**config.mk**
```make
export PLATFORM = sky130hd
export DESIGN_NAME = ofdm_preamble_generator
export DESIGN_NICKNAME = d
export VERILOG_FILES = /design/src/rtl/ofdm_preamble_pkg.sv /design/src/rtl/preamble_rom.sv /design/src/rtl/ofdm_preamble_generator.sv
export SDC_FILE = /design/constraint.sdc
export NUM_CORES = 1
export LEC_CHECK = 0
export CAP_MARGIN = 0
export CORE_MARGIN = 2
export CORE_UTILIZATION = 35
export CTS_BUF_LIST = sky130_fd_sc_hd__clkbuf_16
export CTS_CLUSTER_DIAMETER = 120
export DETAILED_ROUTE_END_ITERATION = 10
export SETUP_SLACK_MARGIN = 0.1
export SLEW_MARGIN = 10
export SYNTH_ARGS = -nofsm -noshare
export SYNTH_HDL_FRONTEND = slang
export SYNTH_HIERARCHICAL = 1
export SYNTH_SLANG_ARGS = --single-unit
```
**constraint.sdc**
```tcl
create_clock -name Clk -period 6.2 [get_ports Clk]
set_clock_uncertainty 0.05 [all_clocks]
set_input_delay 1.86 -clock Clk [delete_from_list [all_inputs] [get_ports Clk]]
set_output_delay 1.86 -clock Clk [all_outputs]
set_load 0.03 [all_outputs]
```
**src/rtl/ofdm_preamble_pkg.sv**
```systemverilog
// Shared preamble definitions: FSM states, segment lengths, sample type and the STS/LTS ROMs.
// ROM values are the 802.11a time-domain training symbols x4 gain in Q1.6, rounded to nearest.
package ofdm_preamble_pkg;

  localparam int STS_LEN  = 16;
  localparam int LTS_LEN  = 64;
  localparam int SAMPLE_W = 8;

  typedef logic signed [SAMPLE_W-1:0] sample_t;

  typedef enum logic [2:0] {
    ST_IDLE = 3'd0,
    ST_STS  = 3'd1,
    ST_GI2  = 3'd2,
    ST_LTS  = 3'd3,
    ST_DONE = 3'd4
  } state_e;

  localparam logic SEG_STS = 1'b0;
  localparam logic SEG_LTS = 1'b1;

  localparam sample_t STS_RE [STS_LEN] = '{
    8'sd12, -8'sd34, -8'sd3, 8'sd37, 8'sd24, 8'sd37, -8'sd3, -8'sd34,
    8'sd12, 8'sd1, -8'sd20, -8'sd3, 8'sd0, -8'sd3, -8'sd20, 8'sd1};
  localparam sample_t STS_IM [STS_LEN] = '{
    8'sd12, 8'sd1, -8'sd20, -8'sd3, 8'sd0, -8'sd3, -8'sd20, 8'sd1,
    8'sd12, -8'sd34, -8'sd3, 8'sd37, 8'sd24, 8'sd37, -8'sd3, -8'sd34};

  localparam sample_t LTS_RE [LTS_LEN] = '{
    8'sd40, -8'sd1, 8'sd10, 8'sd25, 8'sd5, 8'sd15, -8'sd29, -8'sd10,
    8'sd25, 8'sd14, 8'sd0, -8'sd35, 8'sd6, 8'sd15, -8'sd6, 8'sd30,
    8'sd16, 8'sd9, -8'sd15, -8'sd34, 8'sd21, 8'sd18, -8'sd15, -8'sd14,
    -8'sd9, -8'sd31, -8'sd33, 8'sd19, -8'sd1, -8'sd24, 8'sd24, 8'sd3,
    -8'sd40, 8'sd3, 8'sd24, -8'sd24, -8'sd1, 8'sd19, -8'sd33, -8'sd31,
    -8'sd9, -8'sd14, -8'sd15, 8'sd18, 8'sd21, -8'sd34, -8'sd15, 8'sd9,
    8'sd16, 8'sd30, -8'sd6, 8'sd15, 8'sd6, -8'sd35, 8'sd0, 8'sd14,
    8'sd25, -8'sd10, -8'sd29, 8'sd15, 8'sd5, 8'sd25, 8'sd10, -8'sd1};
  localparam sample_t LTS_IM [LTS_LEN] = '{
    8'sd0, -8'sd31, -8'sd28, 8'sd21, 8'sd7, -8'sd23, -8'sd14, -8'sd27,
    -8'sd7, 8'sd1, -8'sd29, -8'sd12, -8'sd15, -8'sd4, 8'sd41, -8'sd1,
    8'sd16, -8'sd25, -8'sd10, -8'sd17, -8'sd24, -8'sd4, -8'sd21, 8'sd6,
    8'sd39, 8'sd4, 8'sd5, 8'sd19, -8'sd14, 8'sd29, 8'sd27, 8'sd25,
    8'sd0, -8'sd25, -8'sd27, -8'sd29, 8'sd14, -8'sd19, -8'sd5, -8'sd4,
    -8'sd39, -8'sd6, 8'sd21, 8'sd4, 8'sd24, 8'sd17, 8'sd10, 8'sd25,
    -8'sd16, 8'sd1, -8'sd41, 8'sd4, 8'sd15, 8'sd12, 8'sd29, -8'sd1,
    8'sd7, 8'sd27, 8'sd14, 8'sd23, -8'sd7, -8'sd21, 8'sd28, 8'sd31};

endpackage

```
**src/rtl/preamble_rom.sv**
```systemverilog
// Combinational STS/LTS sample lookup; the STS table is addressed by the low four index bits.
module preamble_rom
  import ofdm_preamble_pkg::*;
(
  input  logic       segSel,
  input  logic [5:0] index,
  output sample_t    re,
  output sample_t    im
);

  always_comb begin
    if (segSel == SEG_STS) begin
      re = STS_RE[index[3:0]];
      im = STS_IM[index[3:0]];
    end else begin
      re = LTS_RE[index];
      im = LTS_IM[index];
    end
  end

endmodule

```
**src/rtl/ofdm_preamble_generator.sv**
```systemverilog
// Streams the STS / GI2 / LTS training preamble with valid/ready backpressure.
// Define PREAMBLE_WINDOW_EN to soften segment boundaries and append a half-scale LTS[0] tail sample.
module ofdm_preamble_generator
  import ofdm_preamble_pkg::*;
#(
  parameter int STS_REPS   = 10,
  parameter int LTS_REPS   = 2,
  parameter int GI2_LEN    = 32,
  parameter int DATA_WIDTH = 8
) (
  input  logic                  Clk,
  input  logic                  Rst_n,
  input  logic                  Start,
  output logic                  Busy,
  output logic                  OutputEnable,
  input  logic                  DataOutReady,
  output logic [DATA_WIDTH-1:0] DataOutRe,
  output logic [DATA_WIDTH-1:0] DataOutIm,
  output logic                  Done
);

`ifdef PREAMBLE_WINDOW_EN
  localparam int WIN_EXTRA = 1;
`else
  localparam int WIN_EXTRA = 0;
`endif
  localparam int STS_TOTAL = STS_REPS * STS_LEN;
  localparam int LTS_TOTAL = LTS_REPS * LTS_LEN + WIN_EXTRA;
  localparam int CNT_MAX   = (STS_TOTAL > LTS_TOTAL) ? STS_TOTAL : LTS_TOTAL;
  localparam int CNT_W     = $clog2(CNT_MAX);

  state_e           state, stateNext;
  logic [CNT_W-1:0] count, countNext;
  logic             startArmed;
  logic             accept;
  logic             prime;
  logic             loadSample;
  logic             romSeg;
  logic [5:0]       romIndex;
  sample_t          romRe, romIm;
  sample_t          sampleRe, sampleIm;

`ifdef PREAMBLE_WINDOW_EN
  function automatic logic signed [SAMPLE_W:0] widen(input sample_t v);
    return {v[SAMPLE_W-1], v};
  endfunction

  // Arithmetic shift keeps the halving rounded toward negative infinity.
  function automatic sample_t halveFloor(input logic signed [SAMPLE_W:0] x);
    return sample_t'(x >>> 1);
  endfunction
`endif

  assign accept = OutputEnable && DataOutReady;
  // First STS cycle: state has moved but the output register is not yet loaded.
  assign prime  = (state == ST_STS) && !OutputEnable;

  always_comb begin
    stateNext  = state;
    countNext  = count;
    loadSample = 1'b0;
    case (state)
      ST_IDLE: begin
        if (Start && startArmed) begin
          stateNext = ST_STS;
          countNext = '0;
        end
      end
      ST_STS: begin
        if (prime) begin
          loadSample = 1'b1;
        end else if (accept) begin
          loadSample = 1'b1;
          if (count == CNT_W'(STS_TOTAL - 1)) begin
            stateNext = ST_GI2;
            countNext = '0;
          end else begin
            countNext = count + 1'b1;
          end
        end
      end
      ST_GI2: begin
        if (accept) begin
          loadSample = 1'b1;
          if (count == CNT_W'(GI2_LEN - 1)) begin
            stateNext = ST_LTS;
            countNext = '0;
          end else begin
            countNext = count + 1'b1;
          end
        end
      end
      ST_LTS: begin
        if (accept) begin
          loadSample = 1'b1;
          if (count == CNT_W'(LTS_TOTAL - 1)) begin
            stateNext = ST_DONE;
            countNext = '0;
          end else begin
            countNext = count + 1'b1;
          end
        end
      end
      ST_DONE: stateNext = ST_IDLE;
      default: stateNext = ST_IDLE;
    endcase
  end

  // ROM is addressed by the sample about to be registered, so accepted transfers stream gap-free.
  always_comb begin
    romSeg   = (stateNext == ST_STS) ? SEG_STS : SEG_LTS;
    romIndex = countNext[5:0];
    if (stateNext == ST_GI2) romIndex = 6'(LTS_LEN - GI2_LEN) + countNext[5:0];
  end

  preamble_rom uRom (
    .segSel (romSeg),
    .index  (romIndex),
    .re     (romRe),
    .im     (romIm)
  );

  always_comb begin
    sampleRe = romRe;
    sampleIm = romIm;
`ifdef PREAMBLE_WINDOW_EN
    if (stateNext == ST_STS && countNext == '0) begin
      sampleRe = halveFloor(widen(romRe));
      sampleIm = halveFloor(widen(romIm));
    end else if (stateNext == ST_GI2 && countNext == '0) begin
      sampleRe = halveFloor(widen(STS_RE[0]) + widen(romRe));
      sampleIm = halveFloor(widen(STS_IM[0]) + widen(romIm));
    end else if (stateNext == ST_LTS && countNext == CNT_W'(LTS_TOTAL - 1)) begin
      sampleRe = halveFloor(widen(romRe));
      sampleIm = halveFloor(widen(romIm));
    end
`endif
  end

  always_ff @(posedge Clk or negedge Rst_n) begin
    if (!Rst_n) begin
      state        <= ST_IDLE;
      count        <= '0;
      startArmed   <= 1'b0;
      Busy         <= 1'b0;
      OutputEnable <= 1'b0;
      Done         <= 1'b0;
      DataOutRe    <= '0;
      DataOutIm    <= '0;
    end else begin
      startArmed   <= 1'b1;
      state        <= stateNext;
      count        <= countNext;
      Busy         <= (state != ST_IDLE) && (stateNext != ST_IDLE);
      OutputEnable <= (state != ST_IDLE) &&
                      (stateNext == ST_STS || stateNext == ST_GI2 || stateNext == ST_LTS);
      Done         <= (stateNext == ST_DONE);
      if (stateNext == ST_DONE) begin
        DataOutRe <= '0;
        DataOutIm <= '0;
      end else if (loadSample) begin
        DataOutRe <= DATA_WIDTH'(sampleRe);
        DataOutIm <= DATA_WIDTH'(sampleIm);
      end
    end
  end

endmodule

```
==> results.md, run 1 <==
* Status: complete, no violations
* Worst min path class: reg2reg
* Total power at 892 µW
* Layout cells sized above 1 at 8.63%
* Worst hold margin at roughly 0.47 ns
* Synth Area in Compound Gates at approximately 29%
* # fillers at 1,044
* Synth Area in Adders at 6.60%
* FP Rows at 37
* Worst Path Max Fanout at 19
* Tightest Pin Transition at 1.15 ns
* Avg Cell Area, Syn at between 7 and 8 µm²
* Hpwl dp at 8180 µm
* Largest family of logic cells by synthesized area: compound AO/OA/AOI/OAI gates
* Via Count at 3,763
* Number of synthesized flops with an enable pin at 0
* Clock Sinks at 31
* Worst path bufs/invs at 2
* GPL Wtd Cong at 1.03
* I/O Buffers at 22
* CP peak stage delay at 0.53 ns
* # diodes at 0
* Initial Utilization at 35.5%
* Cell family with most CP delay: compound AO/OA/AOI/OAI gates
* Clock Pin Slew Worst Setup and Hold Paths at 0.05 ns
* Register bit total from synthesis at 31
* Die height at 105 µm
* Via density at 6.40
* Fin Setup TNS at 0 ns
* Power Dens Cells at about 220 mW/mm²
* I/O pins at 23
* Fin crit period at 5.34 ns
* Critical Path Start Type: input pin
* Distinct cells, synth at 74
* Slowest CP cell: clkdlybuf4s50_1
* First drt pass iteration count at 6
* CP Data Arrival Time at about 5.5 ns
* Setup Viol. Count Final at 0
* Endpoints failing hold at 0
* Num CTS Buffers at 5
* YS warnings at 6
* CTS tree: done
* Area growth from synthesis to layout at 11.5%
* Antenna viol nets, final at 0
* Maximum clock path buffer count at 2
* Max cap viols at 0
* Initial drt markers at 474
* Multiplexer share of the synthesized area at 8.93%
* Finished Layout Cells at a little under 600
* Root Buffer: clkbuf_16
* Register area at around 780 µm²
* Multi-input gate area at 0.00255 mm²
* Syn_nets at 478
* Fin crit share at 86.1%
* Number of global-route vias before repair at 3,556
* Nets at 475
* Cell count after synthesis at ~460
* Post-layout util at 39.6%
* CP Cell Sequence: clkdlybuf4s50_1 -> and3b_1 -> o32ai_1 -> a2111o_1 -> o21ai_1 -> buf_4 -> ha_1 -> nor2_1 -> o311ai_0 -> o311ai_0 -> a31oi_1 -> mux2i_1 -> nor2_1
* Unrepaired setup endpoints after global routing: no
* # Post-CTS Setup Buffers at 0
* Crit Path Class: in2reg
* Grt total ovfl at 0
* H-tree levels at 2
* Post_cts resized at 0
* Share of flip-flops with an asynchronous set or reset at 100%
* Post-cts hold buffer count at 0
* Die area at 0.0111 mm²
* Routed WL per cell at 20.1 µm
* Leakage power at 1.55 nW
* Max transition margin at a little under a quarter
* GRT Total Usage at 21.1%
* Area of the mapped netlist at 0.00360 mm²
* Ys flop type: dfrtp_1
* CORE AREA at 0.0101 mm²
* Fmax at roughly 0.19 GHz
* Final slew viol count at 0
* Largest net degree at the start of global routing at 75
* Global-route wire length before repair at 18,900 µm
* WP data required at ~6.4 ns
* Post-placement cell count at 581
* Die Wd at 105 µm
* Xor-xnor portion of the synthesized cell area at less than 1%
* Simple-gate area share of the yosys netlist at 25.7%
* Total Wirelength at 11,800 µm
* DRC viols at 0
* Crit end category: flop
* Sequential area share after synthesis at 21.5%
* Initial antenna violation count at 0
* Clock Latency Late Sink at between 0.2 and 0.3 ns
* Max IR drop VDD at 0.180 mV
[cells by family (layout without fill, tap and decap cells)]
kind of cell / after synthesis / in the layout
AO/OA/AOI/OAI: 141 / 141
XOR/XNOR: 1 / 1
adder cells (fa/ha/maj): 19 / 19
buffers and inverters: 57 / 54
flip-flops: 31 / 31
multiplexers: 29 / 29
other: 1 / 1
AND/OR/NAND/NOR: 176 / 176
[report_power, final]
part	switching, mW	internal, mW	leakage, nW
combinational	0.255	0.160	1.10
sequential	0.0180	0.230	0.385
clock	0.0852	0.144	0.0671
total	0.358	0.534	1.55
[routing by layer]
metal  vias up  track usage [%]  wire, µm
met4         0             10.0       541
li1       1705                -         -
met5         -                0         0
met3        52             4.58      1030
met2       236             32.6      5300
met1      1770             27.9      4940
[cell usage in the layout, fill, tap and decap left out, drive strengths merged, types with 6 or more instances in the layout]
| cell | instances |
|---|---|
| dfrtp | 31 |
| ha | 19 |
| a21oi | 22 |
| nand2 | 36 |
| buf | 13 |
| a31oi | 8 |
| a311oi | 7 |
| clkdlybuf4s50 | 22 |
| o21ai | 23 |
| mux2i | 22 |
| nand3 | 14 |
| and3 | 7 |
| inv | 11 |
| nor3 | 12 |
| or2 | 7 |
| a211oi | 6 |
| o31ai | 7 |
| nor2b | 16 |
| nand2b | 15 |
| o211ai | 12 |
| nor2 | 39 |
[flip-flops by register name, summed over array words and instances, names as in the netlist]
name and count:
count 8, startArmed 1, DataOutIm 8, Busy 1, state 3, Done 1
OutputEnable 1, DataOutRe 8
[cell usage after synthesis (8+ instances only)]
library cell  number  area [µm²]
clkbuf_1          14        52.6
buf_2             20         100
dfrtp_1           31         776
a31oi_1            8        50.1
nand2_1           36         135
nor2_1            39         146
a21oi_1           22         110
nor2b_1           16         100
nor3_1            11        55.1
mux2i_1           22         220
ha_1              19         238
inv_1             10        37.5
o21ai_0           21         105
nand2b_1          15        93.8
nand3_1           14        70.1
o211ai_1          12        90.1
[tightest hold or removal path, stage by stage (launching register included)]
cell and delay (ns):
dfrtp_1 0.34, mux2i_1 0.07, nor2_1 0.07
[path summary, 6_finish.rpt]
check,start,end,slack [ns],depth (start not counted)
max in group asynchronous,Rst_n,DataOutIm[0],3.85,2
min in group asynchronous,Rst_n,count[5],1.94,2
hold / removal,DataOutIm[7],DataOutIm[7],0.47,2
hold reg to reg,DataOutIm[7],DataOutIm[7],0.47,2
setup reg to reg,count[0],DataOutIm[5],2.15,13
setup / recovery,DataOutReady,DataOutRe[2],0.86,13
[per-stage QoR]
step,setup WS [ns],area [µm²]
after floorplan,0.842,3600
after global placement,0.649,3880
after detailed placement,0.606,3880
after CTS,0.870,4010
after global routing,0.645,4010
final,0.865,4010
[final cells by class]
| class | instances | share of cell area [%] |
|---|---|---|
| multi-input cells | 367 | 63.4 |
| clock buffers | 5 | 3.12 |
| flip-flops and latches | 31 | 19.3 |
| repair buffers | 35 | 8.54 |
| well taps | 136 | 4.24 |
| inverters | 12 | 1.12 |
| clock inverters | 2 | 0.218 |
Power figures use the tool's default switching activity.
==> inputs of run 2 (changes only) <==
- CORE_UTILIZATION: 35 -> 31
- GPL_TIMING_DRIVEN: not set -> 0
==> run 2 against run 1 <==
Cell count is 7.3% higher. Worst setup slack got worse by 0.64 ns. Sequential power barely moved. Non-clock buffer count rose by 35. First-iteration DRC count increased by 58%. Clock power barely moved. Largest cell class unchanged. Sequential share of layout area down 0.76 points. Maximum frequency fell by 11%. Hold slack is essentially flat. Register-to-register slack worse by 0.56 ns. Sequential cell count unchanged. Global-route usage is 0.68 points lower.
==> results.md, run 2 (synthesis gave the netlist of run 1 again) <==
* Crit Path Class: in2reg
* Global-route wire length before repair at 20,500 µm (+8.7%)
* Routed WL per cell at 20.6 µm (+2.6%)
* FP Rows at 39 (+5.4%)
* Power Dens Cells at 220 mW/mm² (-1.2%)
* Nets at 510 (+7.4%)
* Die Wd at 112 µm (+6.0%)
* Initial Utilization at 31.7% (-3.8 points)
* Via Count at 4,015 (+6.7%)
* Most common cell after layout, fill and taps aside: nor2_1
* Post-route cell area at 0.00418 mm² (+4.1%)
* Met2 Wirelength at 5600 µm (+5.6%)
* Fin crit period at 5.97 ns (+0.635 ns)
* CP Data Arrival Time at 6.05 ns (+0.56 ns)
* Sequential share of power at 26.7% (-1.0 points)
* Post-placement cell count at 620 (+6.7%)
* Unrepaired setup endpoints after global routing: no
* Register area at 776 µm² (unchanged)
* Fin crit share at 96.3% (+10 points)
* Initial antenna violation count at 0 (unchanged)
* Crit end category: flop
* Status: complete, no violations
* Leakage power at 1.69 nW (+9.3%)
* Worst r2r src: count[0]
* CORE AREA at 0.0114 mm² (+12%)
* Hold Startpoint: DataOutRe[4]
* First drt pass iteration count at 7 (+1)
* Tightest Pin Transition at 0.875 ns (-0.278 ns)
* Highest metal used: met4
* Num CTS Buffers at 5 (unchanged)
* Max transition margin at 41.3% (+19 points)
* Largest regs: DataOutIm x8, DataOutRe x8, count x8
* CTS tree: done
* Hold EP: DataOutRe[4]
* Clock Sinks at 31 (unchanged)
* M1 WL at 5190 µm (+5.2%)
* RR Endpoint: DataOutRe[5]
* Initial drt markers at 747 (+58%)
* Total Wirelength at 13,000 µm (+10%)
* Hpwl dp at 9320 µm (+14%)
* Root Buffer: clkbuf_16
* Worst Path Max Fanout at 10 (-9)
* GPL Wtd Cong at 1.06 (+2.3%)
* Critical Path Start Type: input pin
* R2R setup slack at 1.59 ns (-0.56 ns)
* Max IR drop VDD at 0.224 mV (+25%)
* WP data required at 6.28 ns (-0.07 ns)
* R2R cell count at 15 (+2)
* Number of global-route vias before repair at 3,700 (+4.0%)
* Largest net degree at the start of global routing at 32 (-57%)
* Fmax at 0.167 GHz (-11%)
* Finished Layout Cells at 631 (+7.3%)
* Worst hold path depth at 2 (unchanged)
* P_sw at 370 µW (+3.2%)
* Via density at 6.36 (-0.57%)
* Clock Pin Slew Worst Setup and Hold Paths at 0.05 ns (about the same)
* Post-layout util at 36.7% (-2.8 points)
* DRC viols at 0 (unchanged)
* Grt total ovfl at 0 (unchanged)
* Final slew viol count at 0 (unchanged)
* Clock Latency Late Sink at 0.27 ns (about the same)
* Worst min path class: reg2reg
* Antenna viol nets, final at 0 (unchanged)
* I/O pins at 23 (unchanged)
* Layout cells sized above 1 at 13.5% (+4.9 points)
* Fin Setup TNS at 0 ns (unchanged)
* # fillers at 1,161 (+11%)
* Setup Viol. Count Final at 0 (unchanged)
* Comb pwr share at 48.4% (+1.8 points)
* Endpoints failing hold at 0 (unchanged)
* I/O Buffers at 22 (unchanged)
* Die height at 112 µm (+6.0%)
* Die area at 0.0125 mm² (+12%)
* H-tree levels at 2 (unchanged)
* GRT Total Usage at 20.4% (-0.68 points)
* Switching share of total power at 40.3% (+0.13 points)
* Met3 WL at 1540 µm (+49%)
* Max cap viols at 0 (unchanged)
* Maximum clock path buffer count at 2 (unchanged)
* Area growth from synthesis to layout at 16.0%
* # diodes at 0 (unchanged)
* Area post-placement at 0.00400 mm² (+3.0%)
* Most frequent cells in the layout: nor2_1 (39), nand2_1 (36), dfrtp_1 (31)
* Multi-input gate area at 0.00255 mm² (unchanged)
* Total power at 918 µW (+2.9%)
* Int Power at 548 µW (+2.6%)
* Clk pwr share at 24.9% (-0.8 points)
[run 2: cell count changes in the layout (fill, tap and decap cells not counted), moves of 2 or more]
| cell | before | now |
|---|---|---|
| buf_6 | 0 | 4 |
| buf_2 | 0 | 22 |
| buf_12 | 2 | 0 |
| clkbuf_1 | 0 | 11 |
| clkbuf_2 | 0 | 2 |
| clkinv_2 | 1 | 3 |
[run 2: worst max path at each step]
stage / start / end / slack, ns / cells after the start
2_1_floorplan: DataOutReady / DataOutIm[0] / 0.84 / 14
6_report: DataOutReady / DataOutRe[5] / 0.23 / 15
5_1_grt: DataOutReady / DataOutRe[5] / 0.11 / 15
3_5_place_dp: DataOutReady / DataOutIm[2] / -1.00 / 15
4_1_cts: DataOutReady / DataOutIm[2] / 0.12 / 15
3_3_place_gp: DataOutReady / DataOutIm[2] / -1.01 / 15
[run 2: cell type report]
class	count	area share, %
well taps	143	4.28
inverters	12	1.08
plain buffers	45	6.08
clock inverters	3	0.359
clock buffers	5	2.99
flip-flops and latches	31	18.6
repair buffers	25	5.69
multi-input cells	367	60.9
[run 2: per-stage QoR]
| stage | worst slack, ns | hold WS (ns) |
|---|---|---|
| 2_1_floorplan | 0.842 | 0.451 |
| 3_3_place_gp | -1.01 | 0.452 |
| 3_5_place_dp | -1.00 | 0.460 |
| 4_1_cts | 0.120 | 0.471 |
| 5_1_grt | 0.114 | 0.498 |
| 6_report | 0.230 | 0.468 |
[run 2: repair_timing]
action / in CTS / in global routing
pin swaps: 0 / 1
endpoints found under the setup margin: 16 / 11
hold buffers: 0 / 0
buffers inserted: 0 / 3
resized for setup: 4 / 7
[run 2: power groups by stage]
stage / logic [mW] / registers, mW / clock network (mW)
2_1_floorplan: 0.233 / 0.295 / 0
3_5_place_dp: 0.423 / 0.248 / 0
5_1_grt: 0.469 / 0.249 / 0.248
3_3_place_gp: 0.424 / 0.247 / 0
6_report: 0.444 / 0.245 / 0.228
4_1_cts: 0.425 / 0.246 / 0.237
[run 2: worst max-delay path: stages]
cell and delay, ns:
clkdlybuf4s50_1 0.53, and3b_1 0.26, o32ai_1 0.13, a2111o_1 0.51, o21ai_4 0.29, buf_2 0.32, inv_1 0.23, ha_1 0.36
buf_2 0.22, nand2_1 0.28, a311oi_1 0.36, a2111oi_1 0.09, a311o_1 0.39, mux2i_1 0.15, nor2_1 0.05
[run 2: routing by layer]
layer | track usage (%) | vias up
li1 | - | 1770
met2 | 31.2 | 311
met3 | 5.12 | 65
met4 | 9.22 | 0
met1 | 27.2 | 1869
met5 | 0 | -
